**src/rtl/jtcop_mcu_pkg.sv**
```systemverilog
// Shared types and constants for the 68000-side i8751 MCU mailbox host.
package jtcop_mcu_pkg;

    typedef enum logic [1:0] {
        IDLE = 2'd0,
        REQ  = 2'd1,
        XFER = 2'd2,
        DONE = 2'd3
    } mcu_state_t;

    // P2 pin roles as driven by the MCU firmware
    localparam int P2_ACK = 3;  // low = command noticed
    localparam int P2_RDH = 4;  // MCU fetches command high byte
    localparam int P2_RDL = 5;  // MCU fetches command low byte
    localparam int P2_WRL = 6;  // MCU presents reply low byte
    localparam int P2_WRH = 7;  // MCU presents reply high byte

    // Status word bit positions
    localparam int ST_RDY  = 0;
    localparam int ST_BUSY = 1;
    localparam int ST_ERR  = 2;

endpackage

```
**src/rtl/jtcop_mcu_edge.sv**
```systemverilog
// Registered rising-edge detector. The delay register resets to all ones so
// inputs that are already high when reset releases do not look like edges.
module jtcop_mcu_edge #(
    parameter int W = 8
) (
    input  logic         clk,
    input  logic         rst,
    input  logic [W-1:0] d_i,
    output logic [W-1:0] rise_o
);

    logic [W-1:0] dly_q;

    // One-cycle delay of the input vector
    always_ff @(posedge clk or posedge rst) begin
        if (rst) dly_q <= '1;
        else     dly_q <= d_i;
    end

    assign rise_o = d_i & ~dly_q;

endmodule

```
**src/rtl/jtcop_mcu_host.sv**
```systemverilog
// Main-CPU side of the MCU mailbox: latches a command word, raises INT1,
// serves the command bytes on P0, collects the two reply bytes and reports
// completion through status, an optional interrupt and a handshake timeout.
module jtcop_mcu_host
    import jtcop_mcu_pkg::*;
#(
    parameter int TOUT_W = 12,
    parameter bit IRQ_EN = 1'b1
) (
    input  logic        clk,
    input  logic        rst,
    input  logic        cs,
    input  logic        rnw,
    input  logic [1:0]  dsn,
    input  logic        addr,
    input  logic [15:0] cpu_dout,
    output logic [15:0] dout,
    output logic        irq_n,
    input  logic [7:0]  p0_o,
    output logic [7:0]  p0_i,
    input  logic [7:0]  p2_o,
    output logic        int1n
);

    mcu_state_t        st_q, st_d;
    logic [15:0]       latch_q, latch_d;
    logic [15:0]       reply_q, reply_d;
    logic [15:0]       dout_q, dout_d;
    logic [7:0]        p0_q, p0_d;
    logic [TOUT_W-1:0] cnt_q, cnt_d;
    logic              rdy_q, rdy_d;
    logic              err_q, err_d;
    logic              got_lo_q, got_lo_d;
    logic              got_hi_q, got_hi_d;
    logic              int1n_q, int1n_d;
    logic              irq_n_q, irq_n_d;

    logic [7:0]  p2_rise;
    logic        cs_rise;
    logic        busy;
    logic        done_now;
    logic [15:0] status;
    logic        unused_p2;

    jtcop_mcu_edge #(.W(8)) u_p2_edge (
        .clk    (clk),
        .rst    (rst),
        .d_i    (p2_o),
        .rise_o (p2_rise)
    );

    // A CPU access acts only on the first cycle of cs
    jtcop_mcu_edge #(.W(1)) u_cs_edge (
        .clk    (clk),
        .rst    (rst),
        .d_i    (cs),
        .rise_o (cs_rise)
    );

    // ACK is a level, bits 0..2 carry nothing for this protocol
    assign unused_p2 = ^p2_rise[3:0];

    assign busy     = (st_q == REQ) || (st_q == XFER);
    assign done_now = (st_q == XFER) && got_lo_q && got_hi_q;

    // Status snapshot returned on a status read
    always_comb begin
        status          = '0;
        status[ST_RDY]  = rdy_q;
        status[ST_BUSY] = busy;
        status[ST_ERR]  = err_q;
    end

    // Next-state: strobe service, handshake FSM, timeout, then CPU access
    always_comb begin
        st_d     = st_q;
        latch_d  = latch_q;
        reply_d  = reply_q;
        dout_d   = dout_q;
        p0_d     = p0_q;
        cnt_d    = cnt_q;
        rdy_d    = rdy_q;
        err_d    = err_q;
        got_lo_d = got_lo_q;
        got_hi_d = got_hi_q;
        int1n_d  = int1n_q;
        irq_n_d  = irq_n_q;

        // Strobes are honoured as soon as the request is raised, even
        // before the MCU acknowledges INT1
        if (busy) begin
            if (p2_rise[P2_RDH]) p0_d = latch_q[15:8];
            if (p2_rise[P2_RDL]) p0_d = latch_q[7:0];
            if (p2_rise[P2_WRL]) begin
                reply_d[7:0] = p0_o;
                got_lo_d     = 1'b1;
            end
            if (p2_rise[P2_WRH]) begin
                reply_d[15:8] = p0_o;
                got_hi_d      = 1'b1;
            end
            cnt_d = cnt_q + TOUT_W'(1);
        end

        case (st_q)
            REQ: begin
                if (!p2_o[P2_ACK]) begin
                    int1n_d = 1'b1;
                    st_d    = XFER;
                end
            end
            XFER: begin
                if (done_now) begin
                    rdy_d   = 1'b1;
                    irq_n_d = ~IRQ_EN;
                    st_d    = DONE;
                end
            end
            default: ;
        endcase

        // A reply that is complete in the last counted cycle still counts
        if (busy && (cnt_q == {TOUT_W{1'b1}}) && !done_now) begin
            err_d   = 1'b1;
            int1n_d = 1'b1;
            st_d    = IDLE;
        end

        // CPU access overrides everything above in the same cycle
        if (cs_rise && !addr) begin
            if (!rnw) begin
                if (!dsn[1]) latch_d[15:8] = cpu_dout[15:8];
                if (!dsn[0]) latch_d[7:0]  = cpu_dout[7:0];
                rdy_d    = 1'b0;
                err_d    = 1'b0;
                got_lo_d = 1'b0;
                got_hi_d = 1'b0;
                cnt_d    = '0;
                int1n_d  = 1'b0;
                irq_n_d  = 1'b1;
                st_d     = REQ;
            end else begin
                dout_d = reply_q;
                if (rdy_q) begin
                    rdy_d   = 1'b0;
                    irq_n_d = 1'b1;
                    st_d    = IDLE;
                end
            end
        end else if (cs_rise && rnw) begin
            dout_d = status;
        end
    end

    // State register bank
    always_ff @(posedge clk or posedge rst) begin
        if (rst) begin
            st_q     <= IDLE;
            latch_q  <= '0;
            reply_q  <= '0;
            dout_q   <= '0;
            p0_q     <= '0;
            cnt_q    <= '0;
            rdy_q    <= 1'b0;
            err_q    <= 1'b0;
            got_lo_q <= 1'b0;
            got_hi_q <= 1'b0;
            int1n_q  <= 1'b1;
            irq_n_q  <= 1'b1;
        end else begin
            st_q     <= st_d;
            latch_q  <= latch_d;
            reply_q  <= reply_d;
            dout_q   <= dout_d;
            p0_q     <= p0_d;
            cnt_q    <= cnt_d;
            rdy_q    <= rdy_d;
            err_q    <= err_d;
            got_lo_q <= got_lo_d;
            got_hi_q <= got_hi_d;
            int1n_q  <= int1n_d;
            irq_n_q  <= irq_n_d;
        end
    end

    assign dout  = dout_q;
    assign p0_i  = p0_q;
    assign int1n = int1n_q;
    assign irq_n = irq_n_q;

endmodule

```
**config.mk**
```make
export PLATFORM = sky130hd
export DESIGN_NAME = jtcop_mcu_host
export DESIGN_NICKNAME = d
export VERILOG_FILES = /design/src/rtl/jtcop_mcu_pkg.sv /design/src/rtl/jtcop_mcu_edge.sv /design/src/rtl/jtcop_mcu_host.sv
export SDC_FILE = /design/constraint.sdc
export NUM_CORES = 1
export LEC_CHECK = 0
export CAP_MARGIN = 20
export CORE_ASPECT_RATIO = 0.8
export CORE_MARGIN = 2
export CORE_UTILIZATION = 45
export DETAILED_ROUTE_END_ITERATION = 16
export MAX_ROUTING_LAYER = met4
export PLACE_DENSITY_LB_ADDON = 0.3
export SYNTH_ARGS = -nofsm -noshare
export SYNTH_HDL_FRONTEND = slang
export SYNTH_SLANG_ARGS = --single-unit
export TNS_END_PERCENT = 5
```
**constraint.sdc**
```tcl
create_clock -name clk -period 2.4 [get_ports clk]
set_clock_uncertainty 0.1 [all_clocks]
set_input_delay 0.36 -clock clk [delete_from_list [all_inputs] [get_ports clk]]
set_output_delay 0.36 -clock clk [all_outputs]
set_load 0.03 [all_outputs]
```
==> results_dict.tcl, run 1 <==
set metrics [dict create \
    ant_nets 0 \
    design.core.area_mm2 0.007392 \
    clkPwrFrac_pct 20.5 \
    setup.worst_path.end_class "flop" \
    io_pins 65 \
    cap_viol_max_count 0 \
    dpl_worst_slack_ns 0.2904 \
    grt_pass1_wl_um 10490 \
    syn_nets 322 \
    synth_compound_area_share_pct 6.557 \
    wl_per_cell_um 13.86 \
    synth_top_family_by_area "simple AND/OR/NAND/NOR gates" \
    grt_pass1_vias 2178 \
    clk_pin_slew_ns 0.08 \
    clock-sinks 81 \
    worstPathCellList "inv_1 > ha_1 > and4b_1 > nand3_1 > or3_1 > a21oi_1" \
    slowest_stage "ha_1" \
    seq_area_mm2 0.002036 \
    grt_max_degree 51 \
    clkLatencyLatePin_ns 0.35 \
    multiInputGateArea_mm2 0.001306 \
    internal-power_w 0.003144 \
    fin_ws_ns 0.2588 \
    clockRootBuffer "clkbuf_8" \
    nNetsFinal 393 \
    synth_ff_type "dfrtp_1" \
    drc 0 \
    synth_cells 280 \
    rsz0062_at_grt "false" \
    die_width_um 101.4 \
    outcome "complete, no violations" \
    synth.ff_latch_count 81 \
    cts_buffers 9 \
    firstDrtPassIters 4 \
    drt-total-wl_um 6390 \
    p_switching_w 0.001644 \
    route.vias.total 2285 \
    yosysWarnings 0 \
    hp-class "in -> async" \
    top_layer "met4" \
    comb_power_share_pct 35.1 \
    gp_congestion 0.7990 \
    ys_types 36 \
    core.rowCount 28 \
    antenna_found_initial 0 \
    dp_hpwl_um 4625 \
    die_area_mm2 0.008308 \
    ctsHoldBuffers 0 \
    ys_seq_area_share_pct 59.60 \
    power_density_mw_per_mm2 1093 \
    drt_iter0_drc 64 \
    syn_area_mm2 0.003416 \
    synth-simple-area-share_pct 15.09 \
    die_y_um 81.93 \
    peakVddDrop_uv 524.0 \
    n_fill_cell 610 \
    crit_required_ns 2.57 \
    finalHoldViolCount 0 \
    setup_violations 0 \
    cp-start-kind "flop" \
    critical_path.max_stage_delay_ns 0.50 \
    critPathMaxFanout 12 \
    cp.arrival_ns 2.31 \
    slew_violations 0 \
    cts-htree-levels 3 \
    overflow 0 \
    cts_resized 0 \
    synth_xor_area_share_pct 2.308 \
    grt_usage_pct 17.11 \
    synth-async-reset-ratio_pct 100.0 \
    cts_tree "yes" \
    wl_met3_um 330 \
    p_leak_nw 1.884 \
    place.port_buffers 61 \
    finalNonFillerCells 461 \
    viasPerCell 4.957 \
    wl_met2_um 2964 \
    cp_num_buf_inv 1 \
    start_util_pct 46.21 \
    tightest_slew_ns 0.5450 \
    placed_cells 445 \
    tns_ns 0 \
    synth_edf_count 0 \
    fmax_mhz 467.0 \
    drive_gt1_share_pct 19.66 \
    area_delta_synth_final_pct 28.28 \
    path_class "reg -> reg" \
    met1_length_um 3042 \
    swShare_pct 34.33 \
    cts.path.max_buffers 2 \
    cp_top_family "simple AND/OR/NAND/NOR gates" \
    max_slew_margin_pct 63.67 \
    synth.mux.area_fraction_pct 13.19 \
    syn_avg_cell_area_um2 12.20 \
    postCtsSetupBuffers 0 \
    diodes 0 \
    synth_fa_ha_area_share_pct 1.099 \
    period_minus_slack_ns 2.141 \
    min_period_over_period_pct 89.22 \
    seqPwrFrac_pct 44.3 \
    power_w 0.004788 \
]
==> worst paths after layout <==
| check | start | to | slack, ns | cells after the start |
|---|---|---|---|---|
| worst max-delay path | st_q[0] | cnt_q[11] | 0.26 | 6 |
| worst min register to register | irq_n | irq_n | 0.36 | 2 |
| max in group asynchronous | rst | u_p2_edge.dly_q[4] | 1.38 | 3 |
| min in group clk | p2_o[6] | u_p2_edge.dly_q[6] | 0.35 | 1 |
| worst min-delay path | rst | st_q[0] | 0.21 | 2 |
| worst max register to register | st_q[0] | cnt_q[11] | 0.26 | 6 |
==> power groups by stage <==
| stage | Combinational (W) | Sequential [W] | Clock (W) |
|---|---|---|---|
| 6_report | 0.00168 | 0.00212 | 0.000983 |
| 5_1_grt | 0.00184 | 0.00218 | 0.00107 |
| 4_1_cts | 0.00170 | 0.00213 | 0.00100 |
| 3_5_place_dp | 0.00170 | 0.00215 | 0 |
| 3_3_place_gp | 0.00165 | 0.00213 | 0 |
| 2_1_floorplan | 0.000816 | 0.00241 | 0 |
==> per-layer routing <==
| layer | vias up | global-route usage [%] |
|---|---|---|
| li1 | 1107 | - |
| met2 | 57 | 24.90 |
| met1 | 1115 | 23.14 |
| met4 | 0 | 4.054 |
| met3 | 6 | 6.043 |
| met5 | - | - |
==> cells by family after synthesis <==
logic type      after synthesis
compound gates               41
fa+ha+maj                     3
buf+inv                      16
xor+xnor                      9
simple gates                 89
mux                          41
flops                        81
==> flip-flops by register name (all words and copies together), names as in the netlist, 2 cells and up <==
signal	flops
st_q	2
latch_q	16
dout	16
reply_q	16
p0_i	8
u_p2_edge.dly_q	4
cnt_q	12
==> cells in the final DEF (no fill, tap or decap), drive strengths merged <==
master,instances
a21oi,11
nor2b,4
a211oi,1
dfstp,7
o22ai,4
clkdlybuf4s50,61
clkinv,3
nor4,2
xor2,5
ha,3
mux2,32
o21ai,21
nor3b,3
xnor2,4
buf,8
nand2,25
nand2b,13
and2,2
a21boi,1
clkinvlp,1
and3,1
or3,2
nor2,24
nand3,4
nand3b,2
and4b,1
nand4,3
nor3,3
mux2i,9
o31a,1
bufinv,1
inv,7
o21a,2
clkbuf,11
dfrtp,74
==> cells in the mapped netlist, types with 4 or more instances <==
library cell,number,area (µm²)
nand2_1,24,90.09
clkbuf_1,4,15.01
mux2i_1,9,90.09
nand2b_1,13,81.33
nand3_1,4,20.02
nor2b_1,4,25.02
dfstp_2,7,183.9
xor2_1,5,43.79
xnor2_1,4,35.03
inv_1,7,26.28
nor2_1,22,82.58
o22ai_1,4,25.02
o21ai_0,21,105.1
mux2_2,32,360.4
a21oi_1,11,55.05
dfrtp_1,74,1852
==> layout make-up <==
| cell class | count | share of cell area [%] |
|---|---|---|
| inverter | 7 | 0.6853 |
| sequential | 81 | 46.46 |
| clock inverter | 5 | 1.228 |
| timing repair buffer | 69 | 15.59 |
| clock buffer | 11 | 3.227 |
| tap | 105 | 2.998 |
| multi-input combinational | 183 | 29.81 |
==> metrics by stage <==
step / cell area (µm²) / hold WS, ns / utilization, %
floorplan: 3420 / 0.2645 / -
global placement: 4187 / 0.3510 / 56.64
detailed placement: 4187 / 0.3497 / 56.64
CTS: 4382 / 0.2166 / 59.28
global route: 4382 / 0.2269 / 59.28
finish: 4382 / 0.2128 / 59.28
No activity file was read; power rests on OpenSTA's default activity.
==> run 2, diff against run 1 <==
- CORE_UTILIZATION: 45 -> 47
==> run 2 against run 1 <==
Against the previous run:
- cell area up 0.86%
- global-route usage up 2.1 points
- highest routed layer unchanged
- register-to-register slack about the same
- critical path depth down 1
- total power up 4.0%
- cell count down 3.7%
- clock power up 18%
- via count up 0.35%
- critical endpoint is now st_q[0]
- sequential share of layout area down 0.39 points
==> results_dict.tcl, run 2 (synthesized netlist as in run 1, its figures left out) <==
set metrics [dict create \
    outcome "complete, no violations" \
    grt_pass1_wl_um 11390 \
    p_switching_w 0.001648 \
    critical_path.max_stage_delay_ns 0.50 \
    firstDrtPassIters 4 \
    seqPwrFrac_pct 42.4 \
    start_util_pct 49.08 \
    wl_per_cell_um 14.99 \
    min_period_over_period_pct 89.60 \
    ant_nets 0 \
    cp-start-kind "flop" \
    clock-sinks 81 \
    route.vias.total 2293 \
    postCtsSetupBuffers 0 \
    crit_required_ns 2.50 \
    worstPathCellList "inv_1 > ha_1 > nand3b_1 > nor4_2 > o21ai_0" \
    critPathMaxFanout 12 \
    drt_iter0_drc 76 \
    clk_pin_slew_ns 0.08 \
    period_minus_slack_ns 2.150 \
    dp_hpwl_um 4628 \
    cts_resized 0 \
    die_y_um 80.25 \
    cap_viol_max_count 0 \
    drive_gt1_share_pct 19.61 \
    power_density_mw_per_mm2 1127 \
    cp_num_buf_inv 1 \
    swShare_pct 33.09 \
    clkPwrFrac_pct 23.4 \
    finalHoldViolCount 0 \
    io_pins 65 \
    cts_tree "yes" \
    clockRootBuffer "clkbuf_8" \
    rsz0062_at_grt "false" \
    met3_usage_pct 6.179 \
    die_area_mm2 0.007970 \
    p_leak_nw 1.907 \
    grt_pass1_vias 2312 \
    core.rowCount 27 \
    ctsHoldBuffers 0 \
    max_slew_margin_pct 58.77 \
    peakVddDrop_uv 571.0 \
    cp.arrival_ns 2.25 \
    slew_violations 0 \
    n_fill_cell 561 \
    use_met2_pct 29.66 \
    setup.worst_path.end_class "flop" \
    layout_commonest_cell "dfrtp_1" \
    viasPerCell 5.164 \
    setup_violations 0 \
    slowest_stage "ha_1" \
    gp_congestion 0.8129 \
    hold_slack_ns 0.3304 \
    comb_power_share_pct 34.2 \
    cp_top_family "simple AND/OR/NAND/NOR gates" \
    clkLatencyLatePin_ns 0.35 \
    internal-power_w 0.003333 \
    final_cell_mix "dfrtp_1, clkdlybuf4s50_1, mux2_2, nand2_1, nor2_1" \
    drc 0 \
    fmax_mhz 465.0 \
    cts.path.max_buffers 2 \
    path_class "reg -> reg" \
    hp-class "in -> async" \
    diodes 0 \
    cts-htree-levels 3 \
    drt-total-wl_um 6654 \
    antenna_found_initial 0 \
    tns_ns 0 \
    grt_use_met1_pct 25.03 \
    design.core.area_mm2 0.006959 \
    overflow 0 \
    cts_buffers 9 \
    grt_max_degree 33 \
    grt-busiest-layer "met2" \
    die_width_um 99.31 \
    power_w 0.004981 \
    area_delta_synth_final_pct 29.38 \
    nNetsFinal 394 \
    grt_usage_pct 19.26 \
    tightest_slew_ns 0.6171 \
    place.port_buffers 61 \
]
[run 2: power by group through the flow]
stage                     logic (W)  registers (W)  clock network, W
after floorplan            0.000816        0.00241                 0
after global placement      0.00165        0.00212                 0
final                       0.00170        0.00211           0.00116
after CTS                   0.00172        0.00212           0.00119
after detailed placement    0.00170        0.00214                 0
after global routing        0.00184        0.00218           0.00127
[run 2: area by class of cell]
| type | count | area [µm²] | area share (%) |
|---|---|---|---|
| Sequential cell | 81 | 2036 | 46.06 |
| Multi-Input combinational cell | 183 | 1306 | 29.56 |
| Timing Repair Buffer | 70 | 703.2 | 15.91 |
| Clock buffer | 11 | 131.4 | 2.973 |
| Tap cell | 87 | 108.9 | 2.463 |
| Clock inverter | 5 | 103.9 | 2.350 |
| Inverter | 7 | 30.03 | 0.6795 |
[run 2: worst paths after layout]
check	depth (start not counted)	start	slack (ns)	to
max in group asynchronous	3	rst	1.26	u_p2_edge.dly_q[6]
setup reg to reg	5	st_q[0]	0.25	st_q[0]
hold reg to reg	2	irq_n	0.37	irq_n
setup / recovery	5	st_q[0]	0.25	st_q[0]
hold / removal	2	rst	0.33	latch_q[5]
min in group clk	1	p2_o[5]	0.33	u_p2_edge.dly_q[5]
[run 2: metrics by stage]
stage / cells / util (%) / setup slack, ns / area [µm²]
floorplan: 280 / - / 0.5708 / 3420
global placement: 428 / 60.12 / 0.2965 / 4184
detailed placement: 428 / 60.12 / 0.2556 / 4184
CTS: 444 / 63.50 / 0.2277 / 4419
global route: 444 / 63.50 / 0.06812 / 4419
finish: 444 / 63.50 / 0.2496 / 4419
[run 2: routing by layer]
layer	up-vias	routed length, µm	part of all wire [%]
li1	1105	-	-
met4	0	70	1.1
met2	64	3149	47
met1	1115	2997	45
met5	-	0	0
met3	9	436	6.6
